<file path="src/rtl/alu_opcodes_pkg.sv">
`default_nettype none
// ============================================================================
// Module      : alu_opcodes_pkg
// Description : Shared ALU opcode encodings, M-extension funct3 codes and the
//               sequential ALU FSM state type.
// Revision    : 1.0 - initial release
// ============================================================================
package alu_opcodes_pkg;

    // Base ALU codes carried in op[4:0] when op[5] = 0.
    localparam logic [4:0] ALU_ADD  = 5'd0;
    localparam logic [4:0] ALU_SUB  = 5'd1;
    localparam logic [4:0] ALU_SLL  = 5'd2;
    localparam logic [4:0] ALU_SLTS = 5'd3;
    localparam logic [4:0] ALU_SLTU = 5'd4;
    localparam logic [4:0] ALU_XOR  = 5'd5;
    localparam logic [4:0] ALU_SRL  = 5'd6;
    localparam logic [4:0] ALU_SRA  = 5'd7;
    localparam logic [4:0] ALU_OR   = 5'd8;
    localparam logic [4:0] ALU_AND  = 5'd9;
    localparam logic [4:0] ALU_EQ   = 5'd10;
    localparam logic [4:0] ALU_NE   = 5'd11;
    localparam logic [4:0] ALU_LTS  = 5'd12;
    localparam logic [4:0] ALU_LTU  = 5'd13;
    localparam logic [4:0] ALU_GES  = 5'd14;
    localparam logic [4:0] ALU_GEU  = 5'd15;

    // RV32M funct3 codes carried in op[2:0] when op[5] = 1.
    localparam logic [2:0] MDU_MUL    = 3'd0;
    localparam logic [2:0] MDU_MULH   = 3'd1;
    localparam logic [2:0] MDU_MULHSU = 3'd2;
    localparam logic [2:0] MDU_MULHU  = 3'd3;
    localparam logic [2:0] MDU_DIV    = 3'd4;
    localparam logic [2:0] MDU_DIVU   = 3'd5;
    localparam logic [2:0] MDU_REM    = 3'd6;
    localparam logic [2:0] MDU_REMU   = 3'd7;

    typedef enum logic [1:0] {
        ST_IDLE = 2'd0,
        ST_CALC = 2'd1,
        ST_DONE = 2'd2
    } alu_state_e;

endpackage
`default_nettype wire

</file>
<file path="src/rtl/alu_seq_riscv_mdu_iter.sv">
`default_nettype none
// ============================================================================
// Module      : mdu_iter
// Description : Iterative multiply/divide unit. Radix-2 shift-add multiply and
//               restoring divide on operand magnitudes, one step per cycle for
//               XLEN cycles, sign fix-up applied to the final step's values.
// Revision    : 1.0 - initial release
// ============================================================================
module mdu_iter
    import alu_opcodes_pkg::*;
#(
    parameter int XLEN = 32
) (
    input  logic            clk_i,
    input  logic            rst_i,
    input  logic            start_i,
    input  logic [2:0]      op_i,
    input  logic [XLEN-1:0] a_i,
    input  logic [XLEN-1:0] b_i,
    output logic            done_o,
    output logic [XLEN-1:0] result_o
);

    localparam int CW = $clog2(XLEN) + 1;
    localparam logic [CW-1:0] CNT_LAST = CW'(XLEN);

    logic            busy_q, busy_d;
    logic [CW-1:0]   cnt_q, cnt_d;
    logic [2:0]      op_q, op_d;
    logic            flip_res_q, flip_res_d;  // negate product / quotient
    logic            flip_rem_q, flip_rem_d;  // negate remainder
    logic [XLEN-1:0] acc_q, acc_d;            // product high half / remainder
    logic [XLEN-1:0] lo_q, lo_d;              // multiplier+product low / quotient
    logic [XLEN-1:0] opd_q, opd_d;            // multiplicand / divisor magnitude

    logic            sgn_a, sgn_b;
    logic [XLEN-1:0] a_mag, b_mag;
    logic [XLEN:0]   mul_sum;
    logic [XLEN:0]   rem_sh;
    logic            div_ge;
    logic [XLEN-1:0] div_diff;
    logic [XLEN-1:0] acc_n, lo_n;
    logic [CW-1:0]   cnt_inc;
    logic [2*XLEN-1:0] prod, prod_s;
    logic [XLEN-1:0] quo_s, rem_s;

    // Operand signedness per op and magnitude extraction at start.
    always_comb begin
        sgn_a = 1'b0;
        sgn_b = 1'b0;
        case (op_i)
            MDU_MULH, MDU_DIV, MDU_REM: begin
                sgn_a = a_i[XLEN-1];
                sgn_b = b_i[XLEN-1];
            end
            MDU_MULHSU: sgn_a = a_i[XLEN-1];
            MDU_MUL, MDU_MULHU, MDU_DIVU, MDU_REMU: begin
                sgn_a = 1'b0;
                sgn_b = 1'b0;
            end
            default: ;
        endcase
        a_mag = sgn_a ? (~a_i + 1'b1) : a_i;
        b_mag = sgn_b ? (~b_i + 1'b1) : b_i;
    end

    // One multiply or divide step computed from the current registers.
    always_comb begin
        mul_sum  = {1'b0, acc_q} + (lo_q[0] ? {1'b0, opd_q} : {(XLEN+1){1'b0}});
        rem_sh   = {acc_q, lo_q[XLEN-1]};
        div_ge   = (rem_sh >= {1'b0, opd_q});
        // When div_ge holds the true difference is below 2^XLEN, so modular
        // XLEN-bit subtraction is exact.
        div_diff = rem_sh[XLEN-1:0] - opd_q;
        if (op_q[2]) begin
            acc_n = div_ge ? div_diff : rem_sh[XLEN-1:0];
            lo_n  = {lo_q[XLEN-2:0], div_ge};
        end else begin
            acc_n = mul_sum[XLEN:1];
            lo_n  = {mul_sum[0], lo_q[XLEN-1:1]};
        end
        cnt_inc = cnt_q + 1'b1;
    end

    // Next-state: load on start, otherwise step while busy until XLEN steps.
    always_comb begin
        busy_d     = busy_q;
        cnt_d      = cnt_q;
        op_d       = op_q;
        flip_res_d = flip_res_q;
        flip_rem_d = flip_rem_q;
        acc_d      = acc_q;
        lo_d       = lo_q;
        opd_d      = opd_q;
        if (start_i) begin
            busy_d     = 1'b1;
            cnt_d      = '0;
            op_d       = op_i;
            flip_res_d = sgn_a ^ sgn_b;
            flip_rem_d = sgn_a;
            acc_d      = '0;
            lo_d       = a_mag;
            opd_d      = b_mag;
        end else if (busy_q) begin
            cnt_d = cnt_inc;
            acc_d = acc_n;
            lo_d  = lo_n;
            if (cnt_inc == CNT_LAST) begin
                busy_d = 1'b0;
            end
        end
    end

    // Final result from the last step's values with sign fix-up.
    always_comb begin
        prod   = {acc_n, lo_n};
        prod_s = flip_res_q ? (~prod + 1'b1) : prod;
        quo_s  = flip_res_q ? (~lo_n + 1'b1) : lo_n;
        rem_s  = flip_rem_q ? (~acc_n + 1'b1) : acc_n;
        if (op_q[2]) begin
            result_o = op_q[1] ? rem_s : quo_s;
        end else begin
            result_o = (op_q[1:0] == 2'b00) ? prod_s[XLEN-1:0] : prod_s[2*XLEN-1:XLEN];
        end
        done_o = busy_q && (cnt_inc == CNT_LAST);
    end

    // Iteration state registers.
    always_ff @(posedge clk_i) begin
        if (rst_i) begin
            busy_q     <= 1'b0;
            cnt_q      <= '0;
            op_q       <= '0;
            flip_res_q <= 1'b0;
            flip_rem_q <= 1'b0;
            acc_q      <= '0;
            lo_q       <= '0;
            opd_q      <= '0;
        end else begin
            busy_q     <= busy_d;
            cnt_q      <= cnt_d;
            op_q       <= op_d;
            flip_res_q <= flip_res_d;
            flip_rem_q <= flip_rem_d;
            acc_q      <= acc_d;
            lo_q       <= lo_d;
            opd_q      <= opd_d;
        end
    end

endmodule
`default_nettype wire

</file>
<file path="src/rtl/alu_seq_riscv.sv">
`default_nettype none
// ============================================================================
// Module      : alu_seq_riscv
// Description : Sequential RISC-V ALU with valid/ready handshakes. Base ops
//               and M-op corner cases answer in one cycle; regular multiply
//               and divide run XLEN cycles in mdu_iter.
// Revision    : 1.0 - initial release
// ============================================================================
module alu_seq_riscv
    import alu_opcodes_pkg::*;
#(
    parameter int XLEN   = 32,
    parameter bit EN_MDU = 1'b1
) (
    input  logic            clk_i,
    input  logic            rst_i,
    input  logic            req_valid_i,
    output logic            req_ready_o,
    input  logic [XLEN-1:0] a_i,
    input  logic [XLEN-1:0] b_i,
    input  logic [5:0]      op_i,
    output logic            resp_valid_o,
    input  logic            resp_ready_i,
    output logic [XLEN-1:0] result_o,
    output logic            flag_o
);

    localparam int SHW = $clog2(XLEN);
    localparam logic [XLEN-1:0] MOST_NEG = {1'b1, {(XLEN-1){1'b0}}};

    alu_state_e      state_q, state_d;
    logic [XLEN-1:0] result_q, result_d;
    logic            flag_q, flag_d;

    logic [SHW-1:0]  shamt;
    logic [XLEN-1:0] base_res;
    logic            base_flag;
    logic            is_m, b_zero, div_ovf;
    logic [XLEN-1:0] fast_res;
    logic            mdu_start, mdu_done;
    logic [XLEN-1:0] mdu_result;

    // Combinational base ALU and branch-compare flag.
    always_comb begin
        shamt     = b_i[SHW-1:0];
        base_res  = '0;
        base_flag = 1'b0;
        case (op_i[4:0])
            ALU_ADD:  base_res = a_i + b_i;
            ALU_SUB:  base_res = a_i - b_i;
            ALU_SLL:  base_res = a_i << shamt;
            ALU_SLTS: base_res = {{(XLEN-1){1'b0}}, ($signed(a_i) < $signed(b_i))};
            ALU_SLTU: base_res = {{(XLEN-1){1'b0}}, (a_i < b_i)};
            ALU_XOR:  base_res = a_i ^ b_i;
            ALU_SRL:  base_res = a_i >> shamt;
            ALU_SRA:  base_res = $unsigned($signed(a_i) >>> shamt);
            ALU_OR:   base_res = a_i | b_i;
            ALU_AND:  base_res = a_i & b_i;
            ALU_EQ:   base_flag = (a_i == b_i);
            ALU_NE:   base_flag = (a_i != b_i);
            ALU_LTS:  base_flag = ($signed(a_i) < $signed(b_i));
            ALU_LTU:  base_flag = (a_i < b_i);
            ALU_GES:  base_flag = ($signed(a_i) >= $signed(b_i));
            ALU_GEU:  base_flag = (a_i >= b_i);
            default:  ;
        endcase
    end

    // Divide corner cases that bypass the iterative unit.
    always_comb begin
        is_m     = op_i[5];
        b_zero   = (b_i == '0);
        div_ovf  = ((op_i[2:0] == MDU_DIV) || (op_i[2:0] == MDU_REM)) &&
                   (a_i == MOST_NEG) && (b_i == '1);
        fast_res = '0;
        if (b_zero) begin
            fast_res = op_i[1] ? a_i : '1;          // REM/REMU : DIV/DIVU
        end else if (div_ovf) begin
            fast_res = (op_i[2:0] == MDU_DIV) ? a_i : '0;
        end
    end

    // FSM next-state and registered response capture.
    always_comb begin
        state_d   = state_q;
        result_d  = result_q;
        flag_d    = flag_q;
        mdu_start = 1'b0;
        case (state_q)
            ST_IDLE: begin
                if (req_valid_i) begin
                    if (!is_m || !EN_MDU) begin
                        result_d = is_m ? '0 : base_res;
                        flag_d   = is_m ? 1'b0 : base_flag;
                        state_d  = ST_DONE;
                    end else if (op_i[2] && (b_zero || div_ovf)) begin
                        result_d = fast_res;
                        flag_d   = 1'b0;
                        state_d  = ST_DONE;
                    end else begin
                        mdu_start = 1'b1;
                        state_d   = ST_CALC;
                    end
                end
            end
            ST_CALC: begin
                if (mdu_done) begin
                    result_d = mdu_result;
                    flag_d   = 1'b0;
                    state_d  = ST_DONE;
                end
            end
            ST_DONE: begin
                if (resp_ready_i) begin
                    state_d = ST_IDLE;
                end
            end
            default: state_d = ST_IDLE;
        endcase
    end

    // State and response registers.
    always_ff @(posedge clk_i) begin
        if (rst_i) begin
            state_q  <= ST_IDLE;
            result_q <= '0;
            flag_q   <= 1'b0;
        end else begin
            state_q  <= state_d;
            result_q <= result_d;
            flag_q   <= flag_d;
        end
    end

    generate
        if (EN_MDU) begin : g_mdu
            mdu_iter #(
                .XLEN (XLEN)
            ) u_mdu_iter (
                .clk_i    (clk_i),
                .rst_i    (rst_i),
                .start_i  (mdu_start),
                .op_i     (op_i[2:0]),
                .a_i      (a_i),
                .b_i      (b_i),
                .done_o   (mdu_done),
                .result_o (mdu_result)
            );
        end else begin : g_no_mdu
            assign mdu_done   = 1'b0;
            assign mdu_result = '0;
        end
    endgenerate

    assign req_ready_o  = (state_q == ST_IDLE);
    assign resp_valid_o = (state_q == ST_DONE);
    assign result_o     = result_q;
    assign flag_o       = flag_q;

endmodule
`default_nettype wire
</file>
<file path="config.mk">
export PLATFORM = sky130hd
export DESIGN_NAME = alu_seq_riscv
export DESIGN_NICKNAME = d
export VERILOG_FILES = /design/src/rtl/alu_opcodes_pkg.sv /design/src/rtl/alu_seq_riscv_mdu_iter.sv /design/src/rtl/alu_seq_riscv.sv
export SDC_FILE = /design/constraint.sdc
export NUM_CORES = 1
export LEC_CHECK = 0
export CORE_MARGIN = 2
export CORE_UTILIZATION = 25
export DETAILED_ROUTE_END_ITERATION = 8
export DONT_BUFFER_PORTS = 1
export PLACE_DENSITY_LB_ADDON = 0.2
export RECOVER_POWER = 100
export SYNTH_ARGS = -nofsm -noshare
export SYNTH_HDL_FRONTEND = slang
export SYNTH_HIERARCHICAL = 1
export SYNTH_SLANG_ARGS = --single-unit
</file>
<file path="constraint.sdc">
create_clock -name clk_i -period 7.3 [get_ports clk_i]
set_input_delay 1.095 -clock clk_i [delete_from_list [all_inputs] [get_ports clk_i]]
set_output_delay 1.095 -clock clk_i [all_outputs]
set_load 0.02 [all_outputs]
</file>
==> run_results.csv, run 1 <==
group,metric,value,unit
min_path,hold_path_class,"register to register",
sta,fmax,146,MHz
floorplan,num_io_pins,109,
routing,ant_nets,0,
clock_network,clock-sinks,143,
placement,dp_slack,743,ps
global_routing,grt-busiest-layer,"met2",
worst_setup_path,rrSetupSlack,440,ps
floorplan,fp-row-count,116,
sta,clock_skew,32.3,ps
global_routing,grt_pass1_vias,27000,
layout,drive_gt1_share,6.95,%
sta,slew_viol_final,78,
global_routing,use_met1,33.5,%
layout,num-fill-cells,11200,
logic_synthesis,synth-seq-area-share,11.3,%
layout,finish.utilization,26.7,%
sta,hold_violations,0,
logic_synthesis,synth_seq_cells,143,
worst_setup_path,crit_required,7710,ps
sta,tightest_slew,3160,ps
global_routing,grt_first_pass_wirelength,198000,um
clock_network,cts_buffers,17,
logic_synthesis,synthFlopType,"dfxtp_1",
logic_synthesis,synth.most_common_cell,"nor2_1",
logic_synthesis,syn_inst,3589,
logic_synthesis,yosys.cell_types.count,111,
placement,io_buffers,0,
power,power.density,149,nW/um^2
clock_network,clockBufferDepth,2,
status,violations,"capacitance limit, slew limit",
global_routing,grt_max_degree,105,
sta,period_minus_slack,6860,ps
power,ir_drop,0.000143,V
job,cap_violations,4,
routing,wire_per_inst,29.1,um
global_routing,gr-usage-all-layers,25.8,%
global_routing,grtUsageMet2,39.9,%
clock_network,h-tree-depth,4,
layout,design_area,26800,sq um
power,finalPower,3.99,mW
sta,fin_setup_tns,0,ps
clock_network,clkSlewWorstSetupHoldPaths,80,ps
worst_setup_path,startpoint_type,"register",
floorplan,die_h,322,um
layout,area_growth,6.05,%
placement,gp_congestion,0.988,
min_path,min-delay-start,"g_mdu.u_mdu_iter/opd_q[31]$_SDFFE_PP0P_",
power,power_leakage,9.80,nW
worst_setup_path,arrival,7270,ps
logic_synthesis,synth_edf_count,0,
logic_synthesis,postSynthAreaPerCell,7.04,sq um
layout,nets,3656,
logic_synthesis,synth-warning-count,6,
routing,avgViaCountPerCell,6.09,
worst_setup_path,setup.worst_path.end_class,"register",
placement,dp_cells,4686,
routing,dr.pass1.iters,8,
clock_network,root_buffer,"clkbuf_16",
logic_synthesis,synth.top_cell.area_share,11.3,%
logic_synthesis,synthTopCellsByArea,"dfxtp_1, ha_1, nor2_1, a21oi_1, mux4_2",
floorplan,dieWidth,322,um
global_routing,use_met3,5.84,%
logic_synthesis,synth.cells.most_frequent,"nor2_1, a21oi_1, nand2_1",
layout,stdcell_count,4723,
routing,drtIter0Drc,3095,
sta,worst_hold_slack,493,ps
routing,wl,137000,um
global_routing,overflow,0,
logic_synthesis,yosys.area.top_type,"dfxtp_1",
clock_network,post_cts_resized,0,
sta,rsz0062_at_grt,"false",
sta,setup_viol,0,
status,outcome,"finished, violations left",
worst_setup_path,crit_type,"register to register",
worst_setup_path,startpoint,"g_mdu.u_mdu_iter/acc_q[17]$_SDFFE_PP0P_",
clock_network,tritoncts,"yes",
floorplan,coreArea,100000,sq um
routing,remaining_drc_errors,0,
logic_synthesis,ys_async_sr_fraction,0,%
logic_synthesis,syn_nets,3836,
floorplan,initial_core_util,25.2,%
logic_synthesis,syn_area,25300,sq um
clock_network,clock_latency,510,ps
worst_setup_path,cp_max_fo,11,
sta,finalWorstSetupSlack,437,ps
floorplan,dieArea,104000,sq um
global_routing,antenna_found_initial,6,
worst_setup_path,r2r_start,"g_mdu.u_mdu_iter/acc_q[17]$_SDFFE_PP0P_",
routing,num_vias,28800,
sta,slew-limit-headroom,-111,%
placement,place_area,26200,sq um
sta,period_share,94.0,%
placement,hpwl,104000,um
what timing repair did:
action,in CTS,in global routing
endpoints found under the setup margin,0,1
hold buffers,0,0
buffers inserted,0,2
logic make-up (layout without fill, tap and decap cells):
family                     after synthesis  after routing  share of synthesized area [%]
other                                    0              3                              0
adders and majority gates              173            173                           8.69
AOI/OAI and AO/OA                     1202           1202                           31.9
and+or+nand+nor                       1263           1263                           24.1
buffers and inverters                  438            271                           7.22
muxes                                  179            179                           10.2
xor gates and xnor gates               191            191                           6.63
DFF                                    143            143                           11.3
critical path, cell delays in order, from the launching register on:
cell and delay [ps]:
dfxtp_1 350, ha_1 450, a21oi_1 280, o21ai_2 180
a2111oi_1 620, o211ai_2 540, o21ai_0 1040, o221ai_1 390
nor3_1 280, buf_4 200, nor4b_2 600, nand3_1 220
o21ai_0 270, xnor2_1 100, a221oi_1 370, clkbuf_1 350
or3_1 190, o21ai_0 90, a311oi_1 250
state kept, by name, indices dropped and copies added, names as in the netlist:
| name | flops |
|---|---|
| g_mdu.u_mdu_iter/cnt_q | 6 |
| g_mdu.u_mdu_iter/op_q | 3 |
| g_mdu.u_mdu_iter/opd_q | 32 |
| g_mdu.u_mdu_iter/flip_res_q | 1 |
| g_mdu.u_mdu_iter/flip_rem_q | 1 |
| g_mdu.u_mdu_iter/busy_q | 1 |
| state_q | 2 |
| g_mdu.u_mdu_iter/lo_q | 32 |
| g_mdu.u_mdu_iter/acc_q | 32 |
| flag_o | 1 |
| result_o | 32 |
area by class of cell:
cell class / instances / area, sq um / area share (%)
inverters: 174 / 653 / 2.44
clock buffers: 18 / 429 / 1.60
well taps: 1298 / 1620 / 6.06
flip-flops and latches: 143 / 2870 / 10.7
multi-input cells: 3008 / 20500 / 76.7
clock inverters: 14 / 195 / 0.729
repair buffers: 65 / 459 / 1.71
diodes: 3 / 7.51 / 0.0280
layer usage:
layer / share of wire (%) / wire length, um
met3: 8.9 / 12300
met5: 0.020 / 27
met2: 44 / 59900
met1: 42 / 57600
met4: 5.5 / 7570
placed cells by master (no fill, tap or decap), drive strengths merged, types with 23 or more instances in the layout:
master	Yosys	final
nor3	102	102
nor4	55	55
mux2i	102	102
buf	87	57
a211oi	126	126
a221oi	26	26
nand2	251	251
clkbuf	176	26
nand4	37	37
ha	169	169
nor2	473	473
nor2b	29	29
a31oi	45	45
and2	50	50
o21a	24	24
nand3	76	76
o22ai	29	29
o21ai	245	245
inv	170	178
nand2b	32	32
mux4	59	59
o31ai	37	37
a22oi	23	23
a21oi	315	315
or3	50	50
xnor2	111	111
xor2	80	80
dfxtp	143	143
a21o	45	45
o211ai	55	55
where the power goes:
| part | switching, mW | leakage [nW] | internal, mW | total (mW) |
|---|---|---|---|---|
| combinational | 1.34 | 8.33 | 0.712 | 2.06 |
| clock | 0.463 | 0.304 | 0.552 | 1.01 |
| sequential | 0.0892 | 1.17 | 0.831 | 0.920 |
worst paths after layout:
| check | to | cells after the start |
|---|---|---|
| setup / recovery | result_o[19]$_SDFFE_PP0P_ | 18 |
| hold / removal | g_mdu.u_mdu_iter/opd_q[31]$_SDFFE_PP0P_ | 2 |
| setup reg to reg | result_o[19]$_SDFFE_PP0P_ | 18 |
| hold reg to reg | g_mdu.u_mdu_iter/opd_q[31]$_SDFFE_PP0P_ | 2 |
No activity file was read; power rests on OpenSTA's default activity.
==> run 2: changes to the inputs <==
- CORE_ASPECT_RATIO: default -> 0.6
==> run_results.csv, run 2 (synthesized netlist as in run 1, its figures left out) <==
group,metric,value,unit
layout,final_common_cell,"nor2_1",
worst_setup_path,arrival,7400,ps
power,power_leakage,9.98,nW
power,p_int,2.12,mW
layout,design_area,27100,sq um
clock_network,clkSlewWorstSetupHoldPaths,70,ps
worst_setup_path,startpoint_type,"register",
floorplan,dieWidth,414,um
sta,rsz0062_at_grt,"false",
worst_setup_path,reg2reg_to,"result_o[21]$_SDFFE_PP0P_",
clock_network,clock-sinks,143,
routing,avgViaCountPerCell,6.33,
power,power.density,153,nW/um^2
routing,remaining_drc_errors,0,
layout,nets,3683,
power,finalPower,4.13,mW
routing,dr.pass1.iters,9,
placement,place_area,26500,sq um
floorplan,dieArea,104000,sq um
sta,fmax,142,MHz
layout,area_growth,7.27,%
sta,hold_violations,0,
global_routing,antenna_found_initial,9,
clock_network,clockBufferDepth,2,
routing,wl,150000,um
sta,tightest_slew,3110,ps
worst_setup_path,endpoint,"result_o[21]$_SDFFE_PP0P_",
worst_setup_path,r2r_start,"g_mdu.u_mdu_iter/opd_q[1]$_SDFFE_PP0P_",
power,seqPwrFrac,22.4,%
sta,fin_setup_tns,0,ps
routing,drtIter0Drc,5174,
worst_setup_path,crit_type,"register to register",
worst_setup_path,setup.worst_path.end_class,"register",
floorplan,die_h,250,um
layout,drive_gt1_share,8.06,%
routing,ant_nets,0,
sta,clock_skew,17.6,ps
global_routing,grt_pass1_vias,26400,
job,cap_violations,4,
clock_network,cts_buffers,17,
worst_setup_path,rrSetupSlack,270,ps
min_path,hold_path_class,"register to register",
status,violations,"capacitance limit, slew limit",
routing,wire_per_inst,31.4,um
power,p_switching,2.01,mW
clock_network,cts_hold_buf,0,
floorplan,coreArea,100000,sq um
status,outcome,"finished, violations left",
power,p_clk_share,24.5,%
sta,period_minus_slack,7030,ps
clock_network,h-tree-depth,4,
floorplan,initial_core_util,25.2,%
power,ir_drop,0.000173,V
global_routing,grt_first_pass_wirelength,210000,um
sta,worst_hold_slack,491,ps
sta,slew_viol_final,122,
worst_setup_path,cp_max_fo,18,
global_routing,grt_max_degree,105,
sta,slew-limit-headroom,-108,%
global_routing,overflow,0,
clock_network,clock_latency,470,ps
floorplan,num_io_pins,109,
floorplan,fp-row-count,90,
worst_setup_path,reg2regPathDepth,17,
placement,hpwl,118000,um
routing,num_vias,30300,
placement,io_buffers,0,
global_routing,gr-usage-all-layers,27.8,%
sta,period_share,96.3,%
clock_network,root_buffer,"clkbuf_16",
power,combPwrFrac,53.0,%
worst_setup_path,startpoint,"g_mdu.u_mdu_iter/opd_q[1]$_SDFFE_PP0P_",
layout,final_cell_mix,"nor2_1, a21oi_1, nand2_1",
worst_setup_path,crit_required,7670,ps
power,switching_share,48.7,%
placement,gp_congestion,1.08,
clock_network,tritoncts,"yes",
sta,setup_viol,0,
min_path,min-delay-start,"g_mdu.u_mdu_iter/opd_q[31]$_SDFFE_PP0P_",
[run 2: worst max-delay path: stages, from the launching register on]
cell       delay [ps]
dfxtp_1           370
inv_1              90
ha_1              280
nor2b_1           160
o2111ai_1         590
a211oi_2          250
o311ai_2          300
clkbuf_1          940
nand2_1           860
clkbuf_1          360
o221a_2           360
nor4_1            370
nand3b_1          330
o31ai_1           370
xor2_1            100
a221oi_1          780
o22ai_1           180
o41ai_2           220
[run 2: metrics by stage]
| stage | worst slack (ps) | instances | util [%] |
|---|---|---|---|
| 3_3_place_gp | 718 | 4751 | 26.4 |
| 5_1_grt | 70.0 | 4783 | 27.0 |
| 4_1_cts | 556 | 4783 | 27.0 |
| 2_1_floorplan | 1810 | 3589 | - |
| 3_5_place_dp | 627 | 4751 | 26.4 |
| 6_report | 268 | 4787 | 27.0 |
[run 2: routing by layer]
layer  global-route usage [%]  routed length, um
met1                     43.8              71700
met2                     31.2              49100
met3                     15.1              27200
met4                     3.32               1960
met5                     2.29                534
[run 2: repair_timing]
item / in CTS / in global routing
resized for setup: 0 / 2
setup endpoints to repair: 0 / 1
setup buffers: 0 / 0
[run 2: worst min path at each step]
stage | endpoint | slack, ps | cells after the start
detailed placement | g_mdu.u_mdu_iter/opd_q[31]$_SDFFE_PP0P_ | 480 | 2
finish | g_mdu.u_mdu_iter/opd_q[31]$_SDFFE_PP0P_ | 490 | 2
global route | g_mdu.u_mdu_iter/opd_q[31]$_SDFFE_PP0P_ | 510 | 2
CTS | g_mdu.u_mdu_iter/opd_q[31]$_SDFFE_PP0P_ | 490 | 2
floorplan | g_mdu.u_mdu_iter/opd_q[31]$_SDFFE_PP0P_ | 440 | 2
global placement | g_mdu.u_mdu_iter/opd_q[31]$_SDFFE_PP0P_ | 480 | 2
[run 2: power by group through the flow]
stage / clock network [mW] / registers (mW) / logic [mW]
2_1_floorplan: 0 / 0.895 / 1.44
3_3_place_gp: 0 / 0.941 / 2.10
3_5_place_dp: 0 / 0.942 / 2.07
4_1_cts: 1.02 / 0.924 / 2.08
5_1_grt: 1.06 / 0.933 / 2.30
6_report: 1.01 / 0.928 / 2.19
[run 2: area by class of cell]
type	count	area [sq um]
Tap cell	1334	1670
Clock inverter	14	195
Inverter	174	653
Sequential cell	143	2870
Antenna cell	4	10.0
Fill cell	11200	73200
Timing Repair Buffer	92	677
Clock buffer	18	439
Multi-Input combinational cell	3008	20600
